`src/rtl/uart_pkg.sv`:
```
// Shared UART definitions: FSM state encoding, frame length and the
// helper that builds the two upper frame slots (data bit 7 / parity / stop).
package uart_pkg;

  typedef enum logic [1:0] {
    ST_IDLE  = 2'd0,
    ST_LOAD  = 2'd1,
    ST_SHIFT = 2'd2
  } uart_state_e;

  localparam int FRAME_LEN = 11;

  // Returns {b10, b9}. Parity covers the active data bits only, and ohel
  // selects odd (1) or even (0) sense. The receive side reuses this for checking.
  function automatic logic [1:0] frame_hi_bits(input logic [7:0] d,
                                               input logic       bit8,
                                               input logic       pen,
                                               input logic       ohel);
    logic par;
    par = (bit8 ? (^d) : (^d[6:0])) ^ ohel;
    case ({bit8, pen})
      2'b00:   return 2'b11;
      2'b01:   return {1'b1, par};
      2'b10:   return {1'b1, d[7]};
      default: return {par, d[7]};
    endcase
  endfunction

endpackage

```
`src/rtl/uart_bit_timer.sv`:
```
// Bit-time counter: counts clocks while enabled and emits a one-cycle btu
// when the count reaches limit-1, then restarts from zero.
module uart_bit_timer #(
  parameter int BAUD_W = 20
) (
  input  logic              clk,
  input  logic              reset,
  input  logic              en,
  input  logic              clr,
  input  logic [BAUD_W-1:0] limit,
  output logic              btu
);

  logic [BAUD_W-1:0] cnt_q;
  logic [BAUD_W-1:0] cnt_d;

  // limit is never zero here; the caller maps 0 to 1 before latching
  assign btu = en && (cnt_q == (limit - BAUD_W'(1)));

  // Next count: wrap to zero on btu so the counter never overflows
  always_comb begin
    cnt_d = cnt_q;
    if (clr)      cnt_d = '0;
    else if (en)  cnt_d = btu ? '0 : (cnt_q + BAUD_W'(1));
  end

  // Counter register
  always_ff @(posedge clk or negedge reset) begin
    if (!reset) cnt_q <= '0;
    else        cnt_q <= cnt_d;
  end

endmodule

```
`src/rtl/uart_tx_engine.sv`:
```
// UART transmit engine: latches a byte and frame controls on load, builds an
// 11-slot frame (idle, start, data, b9, b10) and shifts it out LSB-first.
module uart_tx_engine
  import uart_pkg::*;
#(
  parameter int BAUD_W = 20
) (
  input  logic              clk,
  input  logic              reset,
  input  logic              load,
  input  logic [7:0]        out_port,
  input  logic              bit8,
  input  logic              pen,
  input  logic              ohel,
  input  logic [BAUD_W-1:0] baud_val,
  output logic              tx,
  output logic              txrdy,
  output logic              tx_done
);

  uart_state_e          state_q;
  logic [FRAME_LEN-1:0] sr_q;
  logic [3:0]           slot_q;
  logic                 txrdy_q;
  logic                 tx_done_q;

  logic [7:0]           data_q;
  logic                 bit8_q;
  logic                 pen_q;
  logic                 ohel_q;
  logic [BAUD_W-1:0]    baud_q;
  logic [BAUD_W-1:0]    baud_d;

  logic                 accept;
  logic                 btu;
  logic [1:0]           hi_bits;

  assign accept  = (state_q == ST_IDLE) && load;
  assign baud_d  = (baud_val == '0) ? BAUD_W'(1) : baud_val;
  assign hi_bits = frame_hi_bits(data_q, bit8_q, pen_q, ohel_q);

  assign tx      = sr_q[0];
  assign txrdy   = txrdy_q;
  assign tx_done = tx_done_q;

  uart_bit_timer #(
    .BAUD_W (BAUD_W)
  ) u_bit_timer (
    .clk   (clk),
    .reset (reset),
    .en    (state_q == ST_SHIFT),
    .clr   (state_q == ST_LOAD),
    .limit (baud_q),
    .btu   (btu)
  );

  // Capture the byte and frame controls so later input changes cannot disturb the frame
  always_ff @(posedge clk) begin
    if (accept) begin
      data_q <= out_port;
      bit8_q <= bit8;
      pen_q  <= pen;
      ohel_q <= ohel;
      baud_q <= baud_d;
    end
  end

  // Frame sequencer: IDLE -> LOAD (build frame) -> SHIFT (11 slots) -> IDLE
  always_ff @(posedge clk or negedge reset) begin
    if (!reset) begin
      state_q   <= ST_IDLE;
      sr_q      <= '1;
      slot_q    <= '0;
      txrdy_q   <= 1'b1;
      tx_done_q <= 1'b0;
    end else begin
      tx_done_q <= 1'b0;
      case (state_q)
        ST_IDLE: begin
          if (load) begin
            txrdy_q <= 1'b0;
            state_q <= ST_LOAD;
          end
        end
        ST_LOAD: begin
          // slot 0 is an idle high so back-to-back frames keep a gap before the start bit
          sr_q    <= {hi_bits, data_q[6:0], 1'b0, 1'b1};
          slot_q  <= '0;
          state_q <= ST_SHIFT;
        end
        ST_SHIFT: begin
          if (btu) begin
            sr_q   <= {1'b1, sr_q[FRAME_LEN-1:1]};
            slot_q <= slot_q + 4'd1;
            if (slot_q == 4'(FRAME_LEN - 1)) begin
              state_q   <= ST_IDLE;
              txrdy_q   <= 1'b1;
              tx_done_q <= 1'b1;
            end
          end
        end
        default: state_q <= ST_IDLE;
      endcase
    end
  end

endmodule

```
`config.mk`:
```
export PLATFORM = sky130hd
export DESIGN_NAME = uart_tx_engine
export DESIGN_NICKNAME = d
export VERILOG_FILES = /design/src/rtl/uart_pkg.sv /design/src/rtl/uart_bit_timer.sv /design/src/rtl/uart_tx_engine.sv
export SDC_FILE = /design/constraint.sdc
export NUM_CORES = 1
export LEC_CHECK = 0
export CAP_MARGIN = 25
export CELL_PAD_IN_SITES_DETAIL_PLACEMENT = 1
export CELL_PAD_IN_SITES_GLOBAL_PLACEMENT = 1
export CORE_AREA = 2 2 104 106
export CTS_CLUSTER_DIAMETER = 50
export DETAILED_ROUTE_END_ITERATION = 7
export DIE_AREA = 0 0 106 108
export PLACE_DENSITY = 0.85
export SKIP_LAST_GASP = 1
export SLEW_MARGIN = 10
export SYNTH_ARGS = -nofsm -noshare
export SYNTH_HDL_FRONTEND = slang
export SYNTH_SLANG_ARGS = --single-unit
export TNS_END_PERCENT = 50
```
`constraint.sdc`:
```
create_clock -name clk -period 2.9 [get_ports clk]
set_input_delay 0.58 -clock clk [delete_from_list [all_inputs] [get_ports clk]]
set_output_delay 0.58 -clock clk [all_outputs]
set_load 0.01 [all_outputs]
```
# Word-level counts from Yosys, hierarchy flattened
# Cells that the tools add are included.
[word_totals]
reg_bits = 70
in_bits = 34
out_inout_bits = 3
word_cells = 56
[classes]
add_sub_neg = 3
n_eq_ne = 9
mux = 20
bitwise_logic = 1
reduce_logical = 12
[op_table]
columns = ["cell", "count"]
rows = [
  ["$mux 20", 3],
  ["$pmux 11 s2", 1],
  ["$add 20x1->20 const B", 1],
  ["$eq 20x20->1", 1],
  ["$logic_not 20->1", 1],
  ["$sub 20x1->20 const B", 1],
  ["$pmux 2 s3", 2],
  ["$mux 11", 1],
  ["$pmux 4 s2", 1],
  ["$reduce_xor 8->1", 1],
  ["$mux 1", 7],
  ["$reduce_xor 7->1", 1],
  ["$mux 2", 3],
  ["$ne 2x2->1 const B", 3],
  ["$add 4x1->4 const B", 1],
  ["$eq 2x1->1 const B", 2],
  ["$eq 2x2->1 const B", 2],
  ["$eq 4x4->1 const B", 1],
  ["$logic_not 2->1", 2],
  ["$mux 4", 1],
  ["$reduce_and 4->1", 1],
  ["$reduce_bool 2->1", 2],
  ["$reduce_and 3->1", 1],
  ["$logic_and 1x1->1", 2],
  ["other kinds (3)", 3],
]

# Depth between registers and ports, before layout
# Gate-level depths: netlist of the first run.
[depth]
word_depth = 6
depth_mapped = 12
ltp_nobuf = 10

# Cells and area by module
# Synthesis of the first run repeated with hierarchy kept, for this count alone.
[unflattened]
cells_unflattened = 396
area_unflattened_um2 = 3932.5
[by_module_without_submodules]
columns = ["mod", "n_inst", "cells_each", "area_each_um2"]
rows = [
  ["uart_tx_engine", 1, 173, 2143.3],
  ["uart_bit_timer", 1, 223, 1789.2],
]

# Worst setup path before layout of the first run
# No wires, ideal clock.
[synth_timing]
path_kind = "reg2reg"
startpoint = "reg baud_q[3]"
endpoint = "reg slot_q[3]"
arrival_ns = 2.815
slack_ns = 0.016
stages_incl_launch_ff = 11
n_path_buf = 2
path_cell_list = "edfxtp_1 > or4_1 > buf_4 > nor4_2 > o211ai_1 > a222oi_1 > nand3_1 > nand4bb_1 > buf_6 > or4_1 > nand3_1"
[synth_between]
elab_chain_len = 5
[synth_lines]
columns = ["item", "line_no", "source"]
rows = [
  ["start: declaration", "uart_tx_engine.sv:31", "logic [BAUD_W-1:0] baud_q;"],
  ["start signal: assignment", "uart_tx_engine.sv:64", "baud_q <= baud_d;"],
  ["$sub 20x1->20", "uart_bit_timer.sv:18", "assign btu = en && (cnt_q == (limit - BAUD_W'(1)));"],
  ["$eq 20x20->1", "uart_bit_timer.sv:18", ""],
  ["$logic_and 1x1->1", "uart_bit_timer.sv:18", ""],
  ["$ne 2x2->1 (no line)", "-", ""],
  ["$reduce_and 2->1 (no line)", "-", ""],
  ["end signal: assignment", "uart_tx_engine.sv:94", "slot_q <= slot_q + 4'd1;"],
  ["end: declaration", "uart_tx_engine.sv:23", "logic [3:0] slot_q;"],
]
# Every way passes these cells.
# A chain may end at the register's enable or synchronous reset.

# Worst setup path in the final report of the first run
[layout_timing]
startpoint = "reg baud_q[0]"
endpoint = "reg u_bit_timer.cnt_q[18]"
[layout_between]
elab_chain_len = 6
[layout_lines]
columns = ["item", "line_no", "source"]
rows = [
  ["$sub 20x1->20", "uart_bit_timer.sv:18", ""],
  ["$eq 20x20->1", "uart_bit_timer.sv:18", ""],
  ["$logic_and 1x1->1", "uart_bit_timer.sv:18", ""],
  ["$mux 20 (2 in a row)", "uart_bit_timer.sv:24", "else if (en) cnt_d = btu ? '0 : (cnt_q + BAUD_W'(1));"],
  ["$mux 20", "uart_bit_timer.sv:23", "if (clr) cnt_d = '0;"],
  ["end signal: assignment", "uart_bit_timer.sv:30", "else cnt_q <= cnt_d;"],
  ["end: declaration", "uart_bit_timer.sv:14", "logic [BAUD_W-1:0] cnt_q;"],
]
# Every way passes these cells. The select of a mux whose other input is x is not followed.

==> results_tabular.tex, run 1 <==
\begin{tabular}{lr}
\hline
Metric & Value \\
\hline
\multicolumn{2}{l}{\textbf{Cells and area}} \\
\quad Count of nets after finishing & between 500 and 600 \\
\quad Antenna diode instance count & 0 \\
\quad Footprint of the multi-input gates & between 0.002 and 0.0025 mm\^{}2 \\
\quad Syn-to-layout area delta & 28.6\% \\
\quad Fraction of final layout cells with drive strength greater than 1 & 22.8\% \\
\quad Sequential Area & 0.00192 mm\^{}2 \\
\quad FILL cells & between 1k and 1.5k \\
\multicolumn{2}{l}{\textbf{Flow run}} \\
\quad Number of max-capacitance violations reported & 0 \\
\multicolumn{2}{l}{\textbf{Global route}} \\
\quad Tot GR Track Use & 25.9\% \\
\quad First-pass GRT wire length & 22.6 mm \\
\quad Via count of the first global-routing pass & 4172 \\
\quad Pin count of the biggest net entering global routing & 40 \\
\quad Total global routing overflow & 0 \\
\quad Antenna violations before repair & 0 \\
\multicolumn{2}{l}{\textbf{Floorplan}} \\
\quad Area of the core region & 0.0102 mm\^{}2 \\
\quad Initial Util & 40.7\% \\
\quad Die outline area & 0.0114 mm\^{}2 \\
\quad Height of the die & 108 um \\
\quad Ports placed on the boundary & 37 \\
\quad Die extent in x & 106 um \\
\quad Number of placement rows & 37 \\
\multicolumn{2}{l}{\textbf{Route}} \\
\quad First-pass iteration count of the detailed router & 5 \\
\quad Detailed-route wire length per cell & about 23 um \\
\quad Number of routed nets with antenna violations & 0 \\
\quad Via density & 6.11 \\
\quad Routed WL & 14.4 mm \\
\quad Via count & roughly 3.8k \\
\quad Drt drc & 0 \\
\quad Initial DRC Count & about 350 \\
\multicolumn{2}{l}{\textbf{Yosys}} \\
\quad Commonest register cell after synthesis & edfxtp\_1 \\
\quad Average instance area after synthesis & 9.80 um\^{}2 \\
\quad Cell type with the highest aggregate area in the netlist & edfxtp\_1 \\
\quad Most common library cells after synthesis & nand2\_1, edfxtp\_1, nand3\_1 \\
\quad Most common cell in the netlist & nand2\_1 \\
\quad Synthesis warning total & 0 \\
\quad Post-Syn Nets & 467 \\
\quad Count of mapped cells out of synthesis & around 430 \\
\quad Share of the synthesized area in the top cell type & between 20\% and 30\% \\
\quad Post-synth EDFFs & 31 \\
\quad Synth unique cells & 66 \\
\quad Ys async rst share & between 50 and 60\% \\
\quad Leading post-synthesis cells by cell area & edfxtp\_1, dfrtp\_1, dfstp\_2, xnor2\_1, nand3\_1 \\
\quad FF+latch count, synth & 70 \\
\quad Sequential element share of the synthesized area & between 40 and 50\% \\
\quad Cell area after synthesis & 0.00417 mm\^{}2 \\
\multicolumn{2}{l}{\textbf{Clocking}} \\
\quad TritonCTS clock tree & built \\
\quad Clk pin slew, worst setup/hold paths & 0.09 ns \\
\quad Worst-case clock buffer depth & 2 \\
\quad Deepest level of the CTS H-tree & 3 \\
\quad Num CTS Buffers & 9 \\
\quad CTS root buf & clkbuf\_8 \\
\quad TritonCTS Sinks & 70 \\
\quad Clock insertion delay at the later pin of the skew report & about 0.38 ns \\
\quad Hold-fix buffers, CTS & 0 \\
\multicolumn{2}{l}{\textbf{Outcome}} \\
\quad Status & finished with violations \\
\quad Violations in the final reports & negative setup slack \\
\multicolumn{2}{l}{\textbf{STA}} \\
\quad Max-slew violation count & 0 \\
\quad Worst max-slew margin expressed relative to the limit & 38.2\% \\
\quad Final critical delay including setup and external delays & 3.19 ns \\
\quad Unrepaired setup endpoints after global routing & true \\
\quad Final Cycle Share & 110\% \\
\quad Skew final & about 0.018 ns \\
\quad Achievable frequency & 0.314 GHz \\
\quad Count of final setup violators & 38 \\
\quad Worst hold slack & around 0.34 ns \\
\quad Worst Setup Slack, final & -0.289 ns \\
\quad Transition time of the tightest slew-check pin & 0.926 ns \\
\quad Final count of hold timing violations & 0 \\
\multicolumn{2}{l}{\textbf{Power}} \\
\quad Worst voltage drop across the vdd grid & 0.363 mV \\
\quad Design Power & 2050 uW \\
\quad Static leakage power & between 0.002 and 0.0025 uW \\
\quad Ratio of total power to cell area & 383 mW/mm\^{}2 \\
\multicolumn{2}{l}{\textbf{Placement}} \\
\quad Total half-perimeter wirelength after legalization and detailed placement & 8.65 mm \\
\quad Port-buffer cells & 36 \\
\quad Gpl congestion & roughly 0.9 \\
\multicolumn{2}{l}{\textbf{Setup path}} \\
\quad CP Data Required Time & 3.14 ns \\
\quad Category of the most critical setup path & flip-flop to flip-flop \\
\quad Kind of start point of the critical path & flip-flop \\
\quad Data arrival at the endpoint of the critical path & 3.43 ns \\
\quad Worst setup EP type & flip-flop \\
\quad Largest fanout of any net on the critical path & 5 \\
\multicolumn{2}{l}{\textbf{Min path}} \\
\quad Type of the tightest min-delay check & input pin to asynchronous set/reset pin \\
\hline
\end{tabular}
sequential cells by signal, indices dropped and copies added (netlist names):
name               flops
baud_q                20
bit8_q                 1
data_q                 8
ohel_q                 1
pen_q                  1
slot_q                 4
sr_q                  11
state_q                2
tx_done                1
txrdy                  1
u_bit_timer.cnt_q     20
per-stage QoR:
stage	util [%]	area [um^2]	TNS (ns)	cells	setup WS [ns]
after floorplan	-	4170	0	425	0.0156
after global placement	47.5	4860	-3.65	604	-0.181
after detailed placement	47.5	4860	-9.76	604	-0.381
after CTS	51.9	5310	-0.252	626	-0.0495
after global routing	52.4	5360	-8.74	628	-0.356
final	52.4	5360	-5.49	628	-0.289
kinds of logic (layout without fill, tap and decap cells):
group	after synthesis	after routing	synth area share, %
xor+xnor	30	30	6.67
buf+inv	56	123	5.44
fa+ha+maj	8	8	2.40
compound gates	84	84	14.2
simple gates	162	162	21.6
flops	70	70	46.1
mux	15	15	3.63
repair_timing:
action,4_1_cts,5_1_grt
endpoints found under the setup margin,39,39
setup buffers,6,2
resized for setup,35,7
hold endpoints to repair,0,0
pin swaps,17,7
report_power, final:
part,internal (uW),switching [uW],leakage [uW]
Combinational,39.6,24.8,0.00129
Clock,532,420,0.000117
Sequential,1040,0,0.000760
Total,1610,445,0.00216
worst max-delay path, stage by stage, from the launching register on:
cell and delay (ns):
edfxtp_1 0.43, buf_4 0.18, or3_4 0.42, nor4_4 0.27
o211ai_1 0.24, a222oi_1 0.50, nand3_1 0.16, nand4bb_4 0.31
buf_6 0.16, o21bai_1 0.13, buf_4 0.18, a21oi_1 0.10
cell type report:
type	count	area share, %
Clock inverter	6	1.54
Clock buffer	10	2.78
Inverter	23	1.61
Sequential cell	70	35.9
Multi-Input combinational cell	299	40.9
Tap cell	136	3.18
Timing Repair Buffer	84	14.2
cells in the final DEF, fill, tap and decap left out, types with 4 or more instances in the layout:
master           synthesis  routed
xnor2_1                 21      20
xor2_1                   8       8
dfrtp_1                 27      27
ha_1                     8       7
buf_4                    1      41
buf_6                    1       5
a21oi_1                 24      23
clkbuf_8                 0       9
nand2b_1                11      11
o211ai_1                 4       4
nand3_1                 29      28
o22ai_1                 16      16
nand4_1                  8       8
nor4_1                  10       7
o311ai_1                 3       5
inv_1                   23      23
nor2_1                  22      22
clkdlybuf4s50_1          0      35
and3_1                   6       6
mux2i_1                 14      14
nand2_1                 32      32
nor3_1                   9       6
edfxtp_1                31      31
nor2b_1                  5       5
dfstp_2                 12      12
per-layer routing:
metal  GRT usage, %  vias to the layer above  wire (um)
li1               -                     1686          -
met1           30.8                     1959       5860
met2           46.4                      149       7490
met3           2.65                       45        496
met4           14.1                        0        530
met5              0                        -          0
worst paths after layout:
check / from / to / slack (ns) / depth (start not counted)
worst min-delay path: reset / u_bit_timer.cnt_q[19] / 0.34 / 1
min in group clk: sr_q[0] / sr_q[0] / 0.52 / 2
worst max register to register: baud_q[0] / u_bit_timer.cnt_q[18] / -0.29 / 11
worst min register to register: sr_q[0] / sr_q[0] / 0.52 / 2
worst max-delay path: baud_q[0] / u_bit_timer.cnt_q[18] / -0.29 / 11
max in group asynchronous: reset / slot_q[2] / 1.98 / 1
Power figures use the tool's default switching activity.
==> run 2: changes to the inputs <==
--- a/config.mk
+++ b/config.mk
@@ -12,6 +12,7 @@
 export CTS_CLUSTER_DIAMETER = 50
 export DETAILED_ROUTE_END_ITERATION = 7
 export DIE_AREA = 0 0 106 108
+export MAX_ROUTING_LAYER = met4
 export PLACE_DENSITY = 0.85
 export SKIP_LAST_GASP = 1
 export SLEW_MARGIN = 10
==> run 2 against run 1 <==
Via count down 4.1%. First-iteration DRC count down 45%. Clock skew down 0.0078 ns. Die area unchanged. Non-clock buffer count down 8. Largest cell class unchanged. Final area down 2.0%. Global-route usage down 2.2 points. Critical path depth down 1. Worst hold slack worse by 0.0016 ns. The run still ends with negative setup slack left.
==> results_tabular.tex, run 2 (synthesis results as in run 1) <==
\begin{tabular}{lr}
\hline
Metric & Value \\
\hline
\multicolumn{2}{l}{\textbf{Outcome}} \\
\quad Status & finished with violations \\
\quad Violations in the final reports & negative setup slack \\
\multicolumn{2}{l}{\textbf{Floorplan}} \\
\quad Number of placement rows & 37 (unchanged) \\
\quad Die extent in x & 106 um (unchanged) \\
\quad Area of the core region & 0.0102 mm\^{}2 (unchanged) \\
\quad Initial Util & 40.7\% (unchanged) \\
\quad Height of the die & 108 um (unchanged) \\
\quad Die outline area & 0.0114 mm\^{}2 (unchanged) \\
\quad Ports placed on the boundary & 37 (unchanged) \\
\multicolumn{2}{l}{\textbf{Global route}} \\
\quad Tot GR Track Use & 23.8\% (-2.2 points) \\
\quad Antenna violations before repair & 0 (unchanged) \\
\quad First-pass GRT wire length & 20.4 mm (-9.9\%) \\
\quad Via count of the first global-routing pass & 3904 (-6.4\%) \\
\quad Pin count of the biggest net entering global routing & 40 (unchanged) \\
\quad Total global routing overflow & 0 (unchanged) \\
\multicolumn{2}{l}{\textbf{Placement}} \\
\quad Port-buffer cells & 36 (unchanged) \\
\quad Post-Place Setup Slack & -0.280 ns (+0.101 ns) \\
\quad Total half-perimeter wirelength after legalization and detailed placement & 8.40 mm (-2.9\%) \\
\quad Post-DP Area & 0.00484 mm\^{}2 (-0.46\%) \\
\quad Gpl congestion & 0.903 (+0.23\%) \\
\multicolumn{2}{l}{\textbf{Route}} \\
\quad Detailed-route wire length per cell & 20.4 um (-11\%) \\
\quad First-pass iteration count of the detailed router & 4 (-1) \\
\quad Initial DRC Count & 193 (-45\%) \\
\quad Routed WL & 12.7 mm (-12\%) \\
\quad Number of routed nets with antenna violations & 0 (unchanged) \\
\quad Via count & 3683 (-4.1\%) \\
\quad Via density & 5.94 (-2.8\%) \\
\quad Drt drc & 0 (unchanged) \\
\multicolumn{2}{l}{\textbf{Power}} \\
\quad Ratio of total power to cell area & 399 mW/mm\^{}2 (+4.2\%) \\
\quad Static leakage power & 0.00209 uW (-3.4\%) \\
\quad Worst voltage drop across the vdd grid & 0.439 mV (+21\%) \\
\multicolumn{2}{l}{\textbf{Clocking}} \\
\quad Clock insertion delay at the later pin of the skew report & 0.37 ns (about the same) \\
\quad Clk pin slew, worst setup/hold paths & 0.08 ns (about the same) \\
\quad Deepest level of the CTS H-tree & 3 (unchanged) \\
\quad TritonCTS Sinks & 70 (unchanged) \\
\quad Num CTS Buffers & 9 (unchanged) \\
\quad Worst-case clock buffer depth & 2 (unchanged) \\
\quad TritonCTS clock tree & built \\
\quad CTS root buf & clkbuf\_8 \\
\quad Hold-fix buffers, CTS & 0 (unchanged) \\
\multicolumn{2}{l}{\textbf{Cells and area}} \\
\quad Final core utilization & 51.3\% (-1.1 points) \\
\quad FILL cells & 1108 (-0.090\%) \\
\quad Count of nets after finishing & 521 (-1.5\%) \\
\quad Fraction of final layout cells with drive strength greater than 1 & 20.9\% (-1.9 points) \\
\quad Total non-filler cell area in the finished layout & 0.00525 mm\^{}2 (-2.0\%) \\
\quad Sequential Area & 0.00192 mm\^{}2 (unchanged) \\
\quad Leading cell types in the layout, fill and taps excluded & buf\_4, clkdlybuf4s50\_1, nand2\_1 \\
\quad Most common library cell in the layout ignoring fill and taps & buf\_4 \\
\quad Footprint of the multi-input gates & 0.00215 mm\^{}2 (-1.9\%) \\
\quad Antenna diode instance count & 0 (unchanged) \\
\quad Registers with the most flip-flops & baud\_q (20), u\_bit\_timer.cnt\_q (20), sr\_q (11) \\
\quad Syn-to-layout area delta & 26.0\% \\
\multicolumn{2}{l}{\textbf{STA}} \\
\quad Transition time of the tightest slew-check pin & 0.928 ns (+0.00162 ns) \\
\quad Final count of hold timing violations & 0 (unchanged) \\
\quad Final Cycle Share & 104\% (-6.3 points) \\
\quad Count of final setup violators & 18 (-53\%) \\
\quad Worst Setup Slack, final & -0.107 ns (+0.182 ns) \\
\quad Worst max-slew margin expressed relative to the limit & 38.1\% (-0.11 points) \\
\quad Achievable frequency & 0.333 GHz (+6.0\%) \\
\quad Final critical delay including setup and external delays & 3.01 ns (-0.182 ns) \\
\quad Max-slew violation count & 0 (unchanged) \\
\quad Unrepaired setup endpoints after global routing & true \\
\quad Worst hold slack & 0.335 ns (-0.00158 ns) \\
\quad Skew final & 0.0106 ns (-0.00778 ns) \\
\multicolumn{2}{l}{\textbf{Setup path}} \\
\quad Category of the most critical setup path & flip-flop to flip-flop \\
\quad Worst-case reg-to-reg path depth & 10 (-1) \\
\quad Cell type with the highest occurrence count on the critical path & nand3\_1 \\
\quad Master of the slowest instance on the critical path & or4\_1 \\
\quad CP Data Required Time & 3.20 ns (+0.06 ns) \\
\quad Kind of start point of the critical path & flip-flop \\
\quad Maximum cell stage delay along the critical path & 0.51 ns (about the same) \\
\quad Reg-to-Reg End & slot\_q[3] \\
\quad Worst setup EP type & flip-flop \\
\quad Startpoint of the worst register-to-register path & baud\_q[1] \\
\quad Series of cell instances along the critical path & buf\_4 > or3\_4 > buf\_4 > o31ai\_1 > nand3\_1 > nor4\_2 > nand3\_1 > nand4bb\_4 > or4\_1 > nand3\_1 \\
\quad Data arrival at the endpoint of the critical path & 3.31 ns (-0.12 ns) \\
\quad Slack of the worst reg-to-reg path & -0.11 ns (+0.18 ns) \\
\quad Largest fanout of any net on the critical path & 6 (+1) \\
\multicolumn{2}{l}{\textbf{Flow run}} \\
\quad Number of max-capacitance violations reported & 0 (unchanged) \\
\multicolumn{2}{l}{\textbf{Min path}} \\
\quad Type of the tightest min-delay check & input pin to asynchronous set/reset pin \\
\hline
\end{tabular}
==> run 2: how the worst max path moves through the flow <==
stage                            endpoint       from  slack (ns)  cells past startpoint
finish                          slot_q[3]  baud_q[1]       -0.11                     10
global placement    u_bit_timer.cnt_q[17]  baud_q[3]       -0.19                     10
global route        u_bit_timer.cnt_q[17]  baud_q[3]       -0.24                      9
CTS                 u_bit_timer.cnt_q[11]  baud_q[1]       -0.04                     11
detailed placement              slot_q[3]  baud_q[3]       -0.28                      9
floorplan                       slot_q[3]  baud_q[3]        0.02                     10
==> run 2: per-layer routing <==
layer / wire length, um / track usage, % / up-vias
met5: 0 / - / -
met4: 497 / 13.5 / 0
met3: 441 / 2.29 / 42
met2: 6350 / 39.1 / 115
met1: 5380 / 28.9 / 1857
li1: - / - / 1669
==> run 2: metrics by stage <==
step / power [uW] / std cells / TNS [ns]
6_report: 2100 / 620 / -0.660
5_1_grt: 2140 / 620 / -5.25
4_1_cts: 2100 / 620 / -0.355
3_5_place_dp: 1120 / 601 / -6.60
3_3_place_gp: 1120 / 601 / -4.09
2_1_floorplan: 1070 / 425 / 0
==> run 2: timing repair <==
item | 4_1_cts | 5_1_grt
endpoints found under the setup margin | 39 | 38
pin swaps | 12 | 3
gates resized for setup | 22 | 11
setup buffers | 3 | 0
gates cloned | 0 | 0
==> run 2: worst max-delay path, delay by kind of cell, from the launching register on <==
family / cells / cell delay (ns)
buffers and inverters: 2 / 0.34
and+or+nand+nor: 7 / 1.84
AOI/OAI and AO/OA: 1 / 0.35
DFF: 1 / 0.42
==> run 2: power breakdown <==
group          total, uW  internal, uW  switching (uW)  leakage, uW
clock                997           574             423     0.000116
sequential          1040          1040               0     0.000760
combinational       62.4          39.5            23.0      0.00121
==> run 2: layout make-up <==
type                       count  area share [%]
timing repair buffer          76            12.9
tap                          136            3.24
clock buffer                   9            2.36
multi-input combinational    299            40.9
inverter                      23            1.64
sequential                    70            36.6
clock inverter                 7            2.34
==> edit 1, RTL diff (flow settings as in run 2) <==
Re-encode `uart_state_e` (3 states) as one-hot, 3 bits wide.
--- a/src/rtl/uart_pkg.sv
+++ b/src/rtl/uart_pkg.sv
@@ -3,8 +3,8 @@
 package uart_pkg;
 
-  typedef enum logic [1:0] {
-    ST_IDLE  = 2'd0,
-    ST_LOAD  = 2'd1,
-    ST_SHIFT = 2'd2
+  typedef enum logic [2:0] {
+    ST_IDLE  = 3'b001,
+    ST_LOAD  = 3'b010,
+    ST_SHIFT = 3'b100
   } uart_state_e;
 
Behaviour: same outputs for any inputs over 10 cycles, from zero or initial values and one cycle with reset low; not proved beyond that.
==> edit 1 against run 2 <==
The flow still finishes with violations (setup timing). Sequential share of layout area grew 0.32 points. Final area increased by 0.50%. Setup slack worse by 0.063 ns. Area after synthesis fell by 4.9%. Worst hold slack better by 0.024 ns. Routed wire length fell by 4.7%. Sequential cell count increased by 1.
Power is not compared: it rests on default switching activity, and its combinational part moved more than twofold at a synthesized area within 25%.
==> edit 1: results <==
# TYPE chip_impl_metric gauge
chip_impl_info{name="run_status",value="finished, violations left"} 1
chip_impl_info{name="violations_in_the_final_reports",value="setup timing"} 1
chip_impl_metric{name="grt_first_pass_wirelength",unit="microns"} 18000
chip_impl_metric{name="setup_ws",unit="ns"} -0.1696
chip_impl_metric{name="area_share_nonclk_buffers",unit="%"} 14.82
chip_impl_metric{name="path_max_fanout",unit=""} 4
chip_impl_metric{name="gr-usage-met1",unit="%"} 26.87
chip_impl_metric{name="setup_viol",unit=""} 33
chip_impl_metric{name="seq_area_frac_synth",unit="%"} 49.16
chip_impl_metric{name="share_of_synthesized_flip_flops_with_an_asynchronous_set_or_reset",unit="%"} 56.34
chip_impl_metric{name="yosysUniqueCellTypes",unit=""} 61
chip_impl_metric{name="mappedNetlistNets",unit=""} 433
chip_impl_metric{name="m1WireLength",unit="microns"} 5249
chip_impl_metric{name="synthesis.area_per_instance",unit="sq um"} 10.03
chip_impl_metric{name="timing.critical_path.arrival",unit="ns"} 3.32
chip_impl_metric{name="post_placement_setup_slack",unit="ns"} -0.2649
chip_impl_metric{name="layout.sequential_cells",unit=""} 71
chip_impl_metric{name="clock-skew-final",unit="ns"} 0.01136
chip_impl_metric{name="grt_start_max_net_pins",unit=""} 41
chip_impl_metric{name="met2_usage",unit="%"} 33.87
chip_impl_metric{name="cts_resized",unit=""} 27
chip_impl_metric{name="drive_above_1_share",unit="%"} 29.09
chip_impl_metric{name="sequential_cell_area",unit="sq mm"} 0.001948
chip_impl_metric{name="post-cts-setup-buffer-count",unit=""} 6
chip_impl_info{name="r2r-start",value="baud_q[2]"} 1
chip_impl_info{name="synth.top_cells.by_count",value="48 x sky130_fd_sc_hd__nor2_1, 35 x sky130_fd_sc_hd__xnor2_1, 31 x sky130_fd_sc_hd__edfxtp_1"} 1
chip_impl_metric{name="num-clock-buffers",unit=""} 10
chip_impl_metric{name="gp_congestion",unit=""} 0.9178
chip_impl_metric{name="areaGrowthSynthToFinish",unit="%"} 33.19
chip_impl_metric{name="met3WireLength",unit="microns"} 405
chip_impl_metric{name="synth_fa_ha_area_share",unit="%"} 1.263
chip_impl_info{name="crit_end",value="slot_q[2]"} 1
chip_impl_metric{name="global_route.usage.met3",unit="%"} 2.351
chip_impl_metric{name="detailroute.wirelength.met2",unit="microns"} 6168
chip_impl_metric{name="fillers",unit=""} 1084
chip_impl_metric{name="synth-compound-area-share",unit="%"} 10.80
chip_impl_metric{name="power",unit="mW"} 3.419
edit 1: changes by cell type after synthesis, moves of 6 or more:
| cell | before | now |
|---|---|---|
| sky130_fd_sc_hd__xor2_1 | 8 | 15 |
| sky130_fd_sc_hd__inv_1 | 23 | 14 |
| sky130_fd_sc_hd__xnor2_1 | 21 | 35 |
| sky130_fd_sc_hd__nand2_1 | 32 | 20 |
| sky130_fd_sc_hd__nand2b_1 | 11 | 2 |
| sky130_fd_sc_hd__o21ai_0 | 3 | 13 |
| sky130_fd_sc_hd__a21oi_1 | 24 | 5 |
| sky130_fd_sc_hd__nand3_1 | 29 | 15 |
| sky130_fd_sc_hd__o22ai_1 | 16 | 10 |
| sky130_fd_sc_hd__a31oi_1 | 1 | 7 |
| sky130_fd_sc_hd__mux2i_1 | 14 | 2 |
| sky130_fd_sc_hd__nor2_1 | 22 | 48 |
==> edit 2, RTL diff (settings of run 2) <==
Made on the original files. `BAUD_W` is set to 20 in 2 places; all go to 22.
--- a/src/rtl/uart_bit_timer.sv
+++ b/src/rtl/uart_bit_timer.sv
@@ -2,5 +2,5 @@
 // when the count reaches limit-1, then restarts from zero.
 module uart_bit_timer #(
-  parameter int BAUD_W = 20
+  parameter int BAUD_W = 22
 ) (
   input  logic              clk,
--- a/src/rtl/uart_tx_engine.sv
+++ b/src/rtl/uart_tx_engine.sv
@@ -4,5 +4,5 @@
   import uart_pkg::*;
 #(
-  parameter int BAUD_W = 20
+  parameter int BAUD_W = 22
 ) (
   input  logic              clk,
Interface: changed (resized baud_val); port bits go from 37 to 39. The function was not compared with the original's and may differ.
==> edit 2 against run 2 <==
The run still ends with setup timing left. Area after synthesis increased by 8.6%. Sequential cell count grew 4. Non-clock buffer count is 17 higher. Final area rose by 7.3%. Setup slack lost 0.25 ns. Synthesized cell count up 11%. Routed wire length is 9.6% higher. Count of clock-buffer cells in the layout grew 4. Largest cell class unchanged.
Power is not compared: it rests on default switching activity, and its combinational part moved more than twofold at a synthesized area within 25%.
==> edit 2: results <==
# TYPE chip_impl_metric gauge
chip_impl_info{name="run_status",value="finished, violations left"} 1
chip_impl_info{name="violations_in_the_final_reports",value="setup timing"} 1
chip_impl_info{name="netlist_top_cells_area",value="sky130_fd_sc_hd__edfxtp_1 22%, sky130_fd_sc_hd__dfrtp_1 16%, sky130_fd_sc_hd__dfstp_2 7.0%"} 1
chip_impl_metric{name="worstRegToRegCells",unit=""} 9
chip_impl_metric{name="grt_usage",unit="%"} 25.94
chip_impl_metric{name="via_density_per_instance",unit=""} 6.150
chip_impl_metric{name="met2_usage",unit="%"} 43.18
chip_impl_metric{name="share_of_synthesized_flip_flops_with_an_asynchronous_set_or_reset",unit="%"} 55.41
chip_impl_metric{name="place.port_buffers",unit=""} 38
chip_impl_info{name="synth.top_cells.by_count",value="38 x sky130_fd_sc_hd__clkbuf_1, 33 x sky130_fd_sc_hd__edfxtp_1, 32 x sky130_fd_sc_hd__nand2_1"} 1
chip_impl_metric{name="m1WireLength",unit="microns"} 5701
chip_impl_metric{name="seq_area_frac_synth",unit="%"} 44.92
chip_impl_metric{name="met3WireLength",unit="microns"} 654
chip_impl_metric{name="dpl.hpwl",unit="microns"} 9131
chip_impl_metric{name="grt_pass1_vias",unit=""} 4368
chip_impl_metric{name="fin_setup_tns",unit="ns"} -7.347
chip_impl_metric{name="global_route.usage.met3",unit="%"} 4.219
chip_impl_info{name="top_flop_regs",value="baud_q (22), u_bit_timer.cnt_q (22), sr_q (11)"} 1
chip_impl_metric{name="placedInstanceArea",unit="sq mm"} 0.005221
chip_impl_metric{name="grt_first_pass_wirelength",unit="microns"} 22370
chip_impl_metric{name="setup_viol",unit=""} 41
chip_impl_metric{name="path_max_fanout",unit=""} 3
chip_impl_metric{name="post-cts-setup-buffer-count",unit=""} 5
chip_impl_metric{name="dr.first_iter.drc_count",unit=""} 240
chip_impl_metric{name="drive_above_1_share",unit="%"} 19.37
chip_impl_metric{name="grt_start_max_net_pins",unit=""} 42
chip_impl_info{name="crit_end",value="state_q[1]"} 1
chip_impl_metric{name="fillers",unit=""} 1113
chip_impl_metric{name="finish.net_count",unit=""} 576
chip_impl_metric{name="tightest_slew",unit="ns"} 0.6367
chip_impl_metric{name="setup_ws",unit="ns"} -0.3556
chip_impl_metric{name="final_cells",unit=""} 673
chip_impl_info{name="critical-path-top-cell-by-count",value="sky130_fd_sc_hd__or4_4"} 1
chip_impl_info{name="r2r-start",value="baud_q[16]"} 1
chip_impl_metric{name="critical-path-max-stage-delay",unit="ns"} 0.55
chip_impl_metric{name="place.detailed.instances",unit=""} 647
chip_impl_metric{name="clock-skew-final",unit="ns"} 0.01098
[edit 2: changes by cell type after synthesis, moves of 9 or more]
cell / change
sky130_fd_sc_hd__a21oi_1: -15
sky130_fd_sc_hd__clkbuf_1: +11
sky130_fd_sc_hd__nand4_1: +12
sky130_fd_sc_hd__nor3_1: +10
sky130_fd_sc_hd__o21ai_0: +11
sky130_fd_sc_hd__xor2_1: +9
[edit 2: cell families after synthesis]
group / after synthesis / share of synthesized area, %
flops: 74 / 44.92
buf+inv: 72 / 6.694
simple gates: 181 / 21.80
compound gates: 86 / 14.05
mux: 14 / 3.154
xor+xnor: 37 / 7.165
fa+ha+maj: 8 / 2.213
[edit 2: cell type report]
class	instances	area [sq um]	area share, %
well taps	136	170.2	3.019
multi-input cells	326	2277	40.40
repair buffers	93	872.1	15.47
inverters	28	105.1	1.865
flip-flops and latches	74	2032	36.05
clock buffers	13	158.9	2.819
clock inverters	3	21.27	0.3774
